<file path="config.mk">
export PLATFORM = sky130hd
export DESIGN_NAME = alu_wb_buffer
export DESIGN_NICKNAME = d
export VERILOG_FILES = /design/src/rtl/alu_wb_buffer.sv
export SDC_FILE = /design/constraint.sdc
export NUM_CORES = 1
export LEC_CHECK = 0
export BUFFER_PORTS_ARGS = -buffer_cell sky130_fd_sc_hd__buf_2
export CAP_MARGIN = 25
export CELL_PAD_IN_SITES_DETAIL_PLACEMENT = 0
export CELL_PAD_IN_SITES_GLOBAL_PLACEMENT = 1
export CORE_ASPECT_RATIO = 2
export CORE_MARGIN = 1
export CORE_UTILIZATION = 44
export CTS_CLUSTER_SIZE = 12
export DETAILED_ROUTE_END_ITERATION = 12
export HOLD_SLACK_MARGIN = 0.06
export PLACE_DENSITY = 0.8
export SYNTH_ARGS = -nofsm -noshare
export SYNTH_HDL_FRONTEND = slang
export SYNTH_SLANG_ARGS = --single-unit
</file>
<file path="constraint.sdc">
create_clock -name clk_i -period 5.4 [get_ports clk_i]
set_input_delay 0 -clock clk_i [delete_from_list [all_inputs] [get_ports clk_i]]
set_output_delay 0 -clock clk_i [all_outputs]
set_load 0.02 [all_outputs]
</file>
<file path="src/rtl/alu_wb_buffer.sv">
// ---------------------------------------------------------------------------
// alu_wb_buffer
//
// Writeback-side companion of the ALU. Each ALU result (result, branch
// outcome and scoreboard transaction id) is captured into a small in-order
// buffer. It is held there until the scoreboard writeback port accepts it.
// Valid/ready handshakes on both sides decouple combinational ALU issue from
// writeback-port arbitration.
//
// Optional feature macro: ALU_WB_BYPASS_EN
//   When defined, an empty buffer forwards the ALU input combinationally to
//   the writeback port. If the port accepts in the same cycle, the op
//   completes with zero latency and is never stored.
//   When undefined, there is no combinational alu_* -> wb_* path and the
//   minimum latency is one cycle.
//
// Parameters
//   XLEN           result width
//   TRANS_ID_BITS  scoreboard transaction id width
//   DEPTH          buffer entries (power of two, >= 2)
//
// Ports
//   clk_i            in   clock
//   rst_i            in   asynchronous reset, active-high
//   flush_i          in   squash all buffered entries
//   alu_valid_i      in   ALU result valid this cycle
//   alu_ready_o      out  buffer can accept an ALU result
//   alu_trans_id_i   in   id of the issued op
//   alu_result_i     in   ALU result
//   alu_branch_res_i in   ALU branch outcome
//   wb_valid_o       out  head entry valid
//   wb_ready_i       in   writeback port accepts the head entry
//   wb_trans_id_o    out  head id
//   wb_result_o      out  head result
//   wb_branch_res_o  out  head branch outcome
//   count_o          out  number of occupied entries
// ---------------------------------------------------------------------------
module alu_wb_buffer #(
    parameter int unsigned XLEN          = 64,
    parameter int unsigned TRANS_ID_BITS = 3,
    parameter int unsigned DEPTH         = 2
) (
    input  logic                     clk_i,
    input  logic                     rst_i,
    input  logic                     flush_i,
    input  logic                     alu_valid_i,
    output logic                     alu_ready_o,
    input  logic [TRANS_ID_BITS-1:0] alu_trans_id_i,
    input  logic [XLEN-1:0]          alu_result_i,
    input  logic                     alu_branch_res_i,
    output logic                     wb_valid_o,
    input  logic                     wb_ready_i,
    output logic [TRANS_ID_BITS-1:0] wb_trans_id_o,
    output logic [XLEN-1:0]          wb_result_o,
    output logic                     wb_branch_res_o,
    output logic [$clog2(DEPTH):0]   count_o
);

    localparam int unsigned PTR_W = $clog2(DEPTH);
    localparam int unsigned CNT_W = PTR_W + 1;

    // Occupancy view of the buffer. It is kept alongside the counter so that
    // the handshake outputs come straight from the state register.
    typedef enum logic [1:0] {
        OCC_EMPTY   = 2'd0,
        OCC_PARTIAL = 2'd1,
        OCC_FULL    = 2'd2
    } occState_e;

    occState_e              state_q, state_d;
    logic [PTR_W-1:0]       wrPtr_q, wrPtr_d;
    logic [PTR_W-1:0]       rdPtr_q, rdPtr_d;
    logic [CNT_W-1:0]       count_q, count_d;

    logic [TRANS_ID_BITS-1:0] idMem_q     [DEPTH];
    logic [XLEN-1:0]          resultMem_q [DEPTH];
    logic                     branchMem_q [DEPTH];

    logic headValid;
    logic hasRoom;
    logic bypassActive;
    logic bypassTaken;
    logic pushEn;
    logic popEn;

    assign headValid = (state_q != OCC_EMPTY);
    assign hasRoom   = (state_q != OCC_FULL);

    // A pop in the same cycle frees a slot, so a full buffer still accepts
    // when the writeback port is ready. flush_i does not affect readiness.
    assign alu_ready_o = hasRoom | wb_ready_i;

`ifdef ALU_WB_BYPASS_EN
    // Forwarding applies only while nothing is buffered, so FIFO order is
    // never violated by a younger op overtaking an older stored one.
    assign bypassActive = (state_q == OCC_EMPTY) & ~flush_i;
    assign bypassTaken  = bypassActive & alu_valid_i & wb_ready_i;
`else
    assign bypassActive = 1'b0;
    assign bypassTaken  = 1'b0;
`endif

    // Flush wins over both push and pop; an op consumed by the bypass path
    // completes immediately and must not also be stored.
    assign pushEn = alu_valid_i & alu_ready_o & ~bypassTaken & ~flush_i;
    assign popEn  = headValid & wb_ready_i & ~flush_i;

    // Writeback outputs come from the head entry, or from the ALU input when
    // the bypass path is active. Storage is cleared on reset, so the head
    // reads zero straight out of reset.
    always_comb begin
        wb_valid_o      = headValid;
        wb_trans_id_o   = idMem_q[rdPtr_q];
        wb_result_o     = resultMem_q[rdPtr_q];
        wb_branch_res_o = branchMem_q[rdPtr_q];
        if (bypassActive) begin
            wb_valid_o      = alu_valid_i;
            wb_trans_id_o   = alu_trans_id_i;
            wb_result_o     = alu_result_i;
            wb_branch_res_o = alu_branch_res_i;
        end
    end

    assign count_o = count_q;

    // Next-state logic for pointers, counter and occupancy state. Pointers
    // are exactly PTR_W bits wide, so the increments wrap modulo DEPTH.
    always_comb begin
        state_d = state_q;
        wrPtr_d = wrPtr_q;
        rdPtr_d = rdPtr_q;
        count_d = count_q;

        if (flush_i) begin
            state_d = OCC_EMPTY;
            wrPtr_d = '0;
            rdPtr_d = '0;
            count_d = '0;
        end else begin
            if (pushEn) begin
                wrPtr_d = wrPtr_q + PTR_W'(1);
            end
            if (popEn) begin
                rdPtr_d = rdPtr_q + PTR_W'(1);
            end
            if (pushEn && !popEn) begin
                count_d = count_q + CNT_W'(1);
            end else if (popEn && !pushEn) begin
                count_d = count_q - CNT_W'(1);
            end

            unique case (state_q)
                OCC_EMPTY: begin
                    if (pushEn) begin
                        state_d = OCC_PARTIAL;
                    end
                end
                OCC_PARTIAL: begin
                    if (pushEn && !popEn && count_q == CNT_W'(DEPTH - 1)) begin
                        state_d = OCC_FULL;
                    end else if (popEn && !pushEn && count_q == CNT_W'(1)) begin
                        state_d = OCC_EMPTY;
                    end
                end
                OCC_FULL: begin
                    if (popEn && !pushEn) begin
                        state_d = OCC_PARTIAL;
                    end
                end
                default: begin
                    state_d = OCC_EMPTY;
                end
            endcase
        end
    end

    // Control registers: occupancy state, pointers and counter.
    always_ff @(posedge clk_i or posedge rst_i) begin
        if (rst_i) begin
            state_q <= OCC_EMPTY;
            wrPtr_q <= '0;
            rdPtr_q <= '0;
            count_q <= '0;
        end else begin
            state_q <= state_d;
            wrPtr_q <= wrPtr_d;
            rdPtr_q <= rdPtr_d;
            count_q <= count_d;
        end
    end

    // Entry storage. Only the slot at the write pointer changes on a push;
    // stale contents of popped slots are harmless because wb_valid_o is
    // driven from the occupancy state.
    always_ff @(posedge clk_i or posedge rst_i) begin
        if (rst_i) begin
            for (int i = 0; i < DEPTH; i++) begin
                idMem_q[i]     <= '0;
                resultMem_q[i] <= '0;
                branchMem_q[i] <= 1'b0;
            end
        end else if (pushEn) begin
            idMem_q[wrPtr_q]     <= alu_trans_id_i;
            resultMem_q[wrPtr_q] <= alu_result_i;
            branchMem_q[wrPtr_q] <= alu_branch_res_i;
        end
    end

    // The ALU must honour alu_ready_o, and the counter can never exceed the
    // buffer depth.
    assert property (@(posedge clk_i) disable iff (rst_i)
                     !(alu_valid_i && !alu_ready_o))
        else $error("alu_wb_buffer: ALU issued while alu_ready_o was low");

    assert property (@(posedge clk_i) disable iff (rst_i)
                     count_q <= CNT_W'(DEPTH))
        else $error("alu_wb_buffer: occupancy exceeds DEPTH");

endmodule

</file>
==> flow_summary_export.csv <==
group,metric,value,unit
route,first_iter_violations,126,
critical_path,r2r_start,"state_q[0]",
sta,min_period,2489,ps
route,dr.pass1.iters,4,
pwr,seq_power_share,41.6,%
synth,ys_types,30,
sta,fin_skew,6.373,ps
critical_path,cp.required,5690,ps
cts,cts_tree,"yes",
synth,yosysWarnings,0,
critical_path,worstPathMaxFanout,59,
pwr,ir_drop,264.8,uV
route,wl_per_cell,16.40,microns
placement,numPortBuffers,144,
route,drc_errors,0,
pwr,power_frac_comb,24.2,%
floorplanning,io_pins,145,
floorplanning,fp.dieH,170.8,microns
global_routing,grt_usage,19.12,%
cts,clock_path_buffers,2,
job,maxCapViolCount,0,
finish,layout.cells.non_filler,830,
critical_path,end_kind,"flop",
synth,syn_nets,485,
synth,ys_seq_area_share,56.70,%
global_routing,grt_overflow,0,
global_routing,grt_pass1_vias,4543,
pwr,power_switching_share,28.68,%
synth,synth_top_area_share,56.70,%
route,vias_per_cell,4.971,
sta,setup_ws,2911,ps
placement,place_ws,2895,ps
cts,h-tree-depth,4,
cts,cts_root_buf,"clkbuf_16",
critical_path,r2r_end,"resultMem_q[2]",
critical_path,rrSetupSlack,2910,ps
finish,diodes,0,
critical_path,reg2regPathDepth,5,
placement,placed_cells,725,
synth,synthTopCellsByArea,"dfrtp_1, mux2_2, mux2_1",
floorplanning,core_area,13890,sq um
critical_path,path_class,"reg -> reg",
sta,tightest_slew,830.9,ps
global_routing,grt_start_max_net_pins,79,
floorplanning,rows,61,
finish,drive_gt1_share,58.35,%
route,routed_wl,13610,microns
floorplanning,die-area,14750,sq um
sta,final_hold_viol_count,0,
sta,period_share,46.09,%
outcome,status,"finished clean",
route,postRouteAntennaNets,0,
global_routing,antenna_found_initial,0,
critical_path,cp_data_arrival_time,2780,ps
min_path,hp-class,"in -> async",
pwr,p_total,0.003414,W
sta,maxSlewHeadroom,44.61,%
pwr,clkPwrFrac,34.2,%
pwr,p_switching,0.0009792,W
finish,nets,702,
synth,yosys.area.top_type,"dfrtp_1",
synth,ys_ff_latch,142,
cts,clk_pin_slew,60,ps
synth,avgSynthCellArea,15.25,sq um
sta,rsz0062_at_grt,"no",
sta,fin_setup_tns,0,ps
finish,syn_to_final_growth,35.42,%
global_routing,grt_first_pass_wirelength,21490,microns
cts,post_cts_resized,0,
pwr,intPower,0.002435,W
placement,place_hpwl,8902,microns
critical_path,cp-start-kind,"flop",
synth,synth_cells,411,
pwr,p_leak,3.812,nW
cts,numCtsBuffers,17,
cts,clk_latency,410,ps
floorplanning,start_util,45.12,%
synth,synth.cell_area,6267,sq um
pwr,powerDensity,402.3,nW/um^2
floorplanning,die_w,86.39,microns
placement,gp_congestion,0.7256,
cts,cts_sinks,142,
route,num_vias,4126,
sta,setup_viol,0,
sta,timing.fmax,0.4018,GHz
sta,drv_slew,0,
==> cell usage in the layout, fill, tap and decap left out, drive strengths merged, types with 3 or more instances in the layout <==
master       instances
nand2b               3
mux2               205
dfrtp              142
nor2b                6
o21ai                3
dlygate4sd3         72
or2                  3
clkinvlp             4
buf                150
clkbuf              19
inv                 11
==> cell usage after synthesis (all sizes together) <==
| cell | n |
|---|---|
| or3 | 1 |
| clkbuf | 3 |
| mux2 | 205 |
| o21ai | 3 |
| nor2 | 2 |
| nand4b | 2 |
| a31oi | 1 |
| xor2 | 1 |
| o22ai | 2 |
| nor4 | 1 |
| nand2 | 1 |
| nand2b | 3 |
| a21oi | 2 |
| nor2b | 6 |
| ha | 1 |
| inv | 6 |
| o311a | 1 |
| dfrtp | 142 |
| nor3b | 1 |
| buf | 21 |
| o32ai | 1 |
| a211o | 1 |
| or2 | 3 |
| nand3 | 1 |
==> kinds of logic after synthesis <==
family          synth area share [%]
flops                          56.70
fa+ha+maj                     0.1996
buf+inv                        2.655
mux                            36.83
simple gates                   2.336
compound gates                 1.138
xor+xnor                      0.1398
==> worst max-delay path: stages, from the launching register on <==
cell	delay (ps)
dfrtp_1	470
nor3b_2	390
inv_1	150
nand4b_4	210
buf_4	680
mux2_2	420
==> repair_timing <==
action                                 4_1_cts  5_1_grt
setup buffers                                0        0
endpoints found under the hold margin      206        0
hold buffers                                72        0
==> how the worst max path moves through the flow <==
stage,start,to,slack (ps),depth (start not counted)
after floorplan,rst_i,branchMem_q[0],1590,1
after global placement,state_q[0],resultMem_q[11],2990,5
after detailed placement,state_q[0],resultMem_q[2],2890,5
after CTS,state_q[0],resultMem_q[4],2890,5
after global routing,state_q[0],resultMem_q[24],2740,5
final,state_q[0],resultMem_q[2],2910,5
==> stage by stage <==
step                hold WS, ps  area [sq um]  utilization, %
floorplan                 131.7          6267               -
global placement          98.44          7142           51.41
detailed placement        115.5          7142           51.41
CTS                       225.9          8459           60.90
global route              260.6          8487           61.10
finish                    200.6          8487           61.10
==> power groups by stage <==
stage | Sequential, W | Combinational, W | Clock (W)
floorplan | 0.00140 | 0.000590 | 0
global placement | 0.00142 | 0.000768 | 0
detailed placement | 0.00144 | 0.000791 | 0
CTS | 0.00142 | 0.000836 | 0.00119
global route | 0.00145 | 0.000885 | 0.00124
finish | 0.00142 | 0.000825 | 0.00117
==> per-layer routing <==
| metal | share of wire [%] | track usage, % | vias up | wire [microns] |
|---|---|---|---|---|
| met5 | 0 | 0 | - | 0 |
| met4 | 2.6 | 8.623 | 0 | 358 |
| met3 | 3.2 | 3.763 | 21 | 438 |
| met2 | 57 | 36.40 | 98 | 7797 |
| met1 | 37 | 19.61 | 2106 | 5013 |
| li1 | - | - | 1901 | - |
==> state kept, by name, indices dropped and copies added (netlist names) <==
signal       cells
count_o          2
rdPtr_q          1
resultMem_q    128
idMem_q          6
branchMem_q      2
wrPtr_q          1
state_q          2
==> area by class of cell <==
class	instances	area (sq um)
sequential	142	3555
tap	189	236.5
fill	1130	5404
timing repair buffer	222	1506
clock buffer	19	442.9
multi-input combinational	239	2565
clock inverter	13	153.9
inverter	6	27.53
Power figures use the tool's default switching activity.
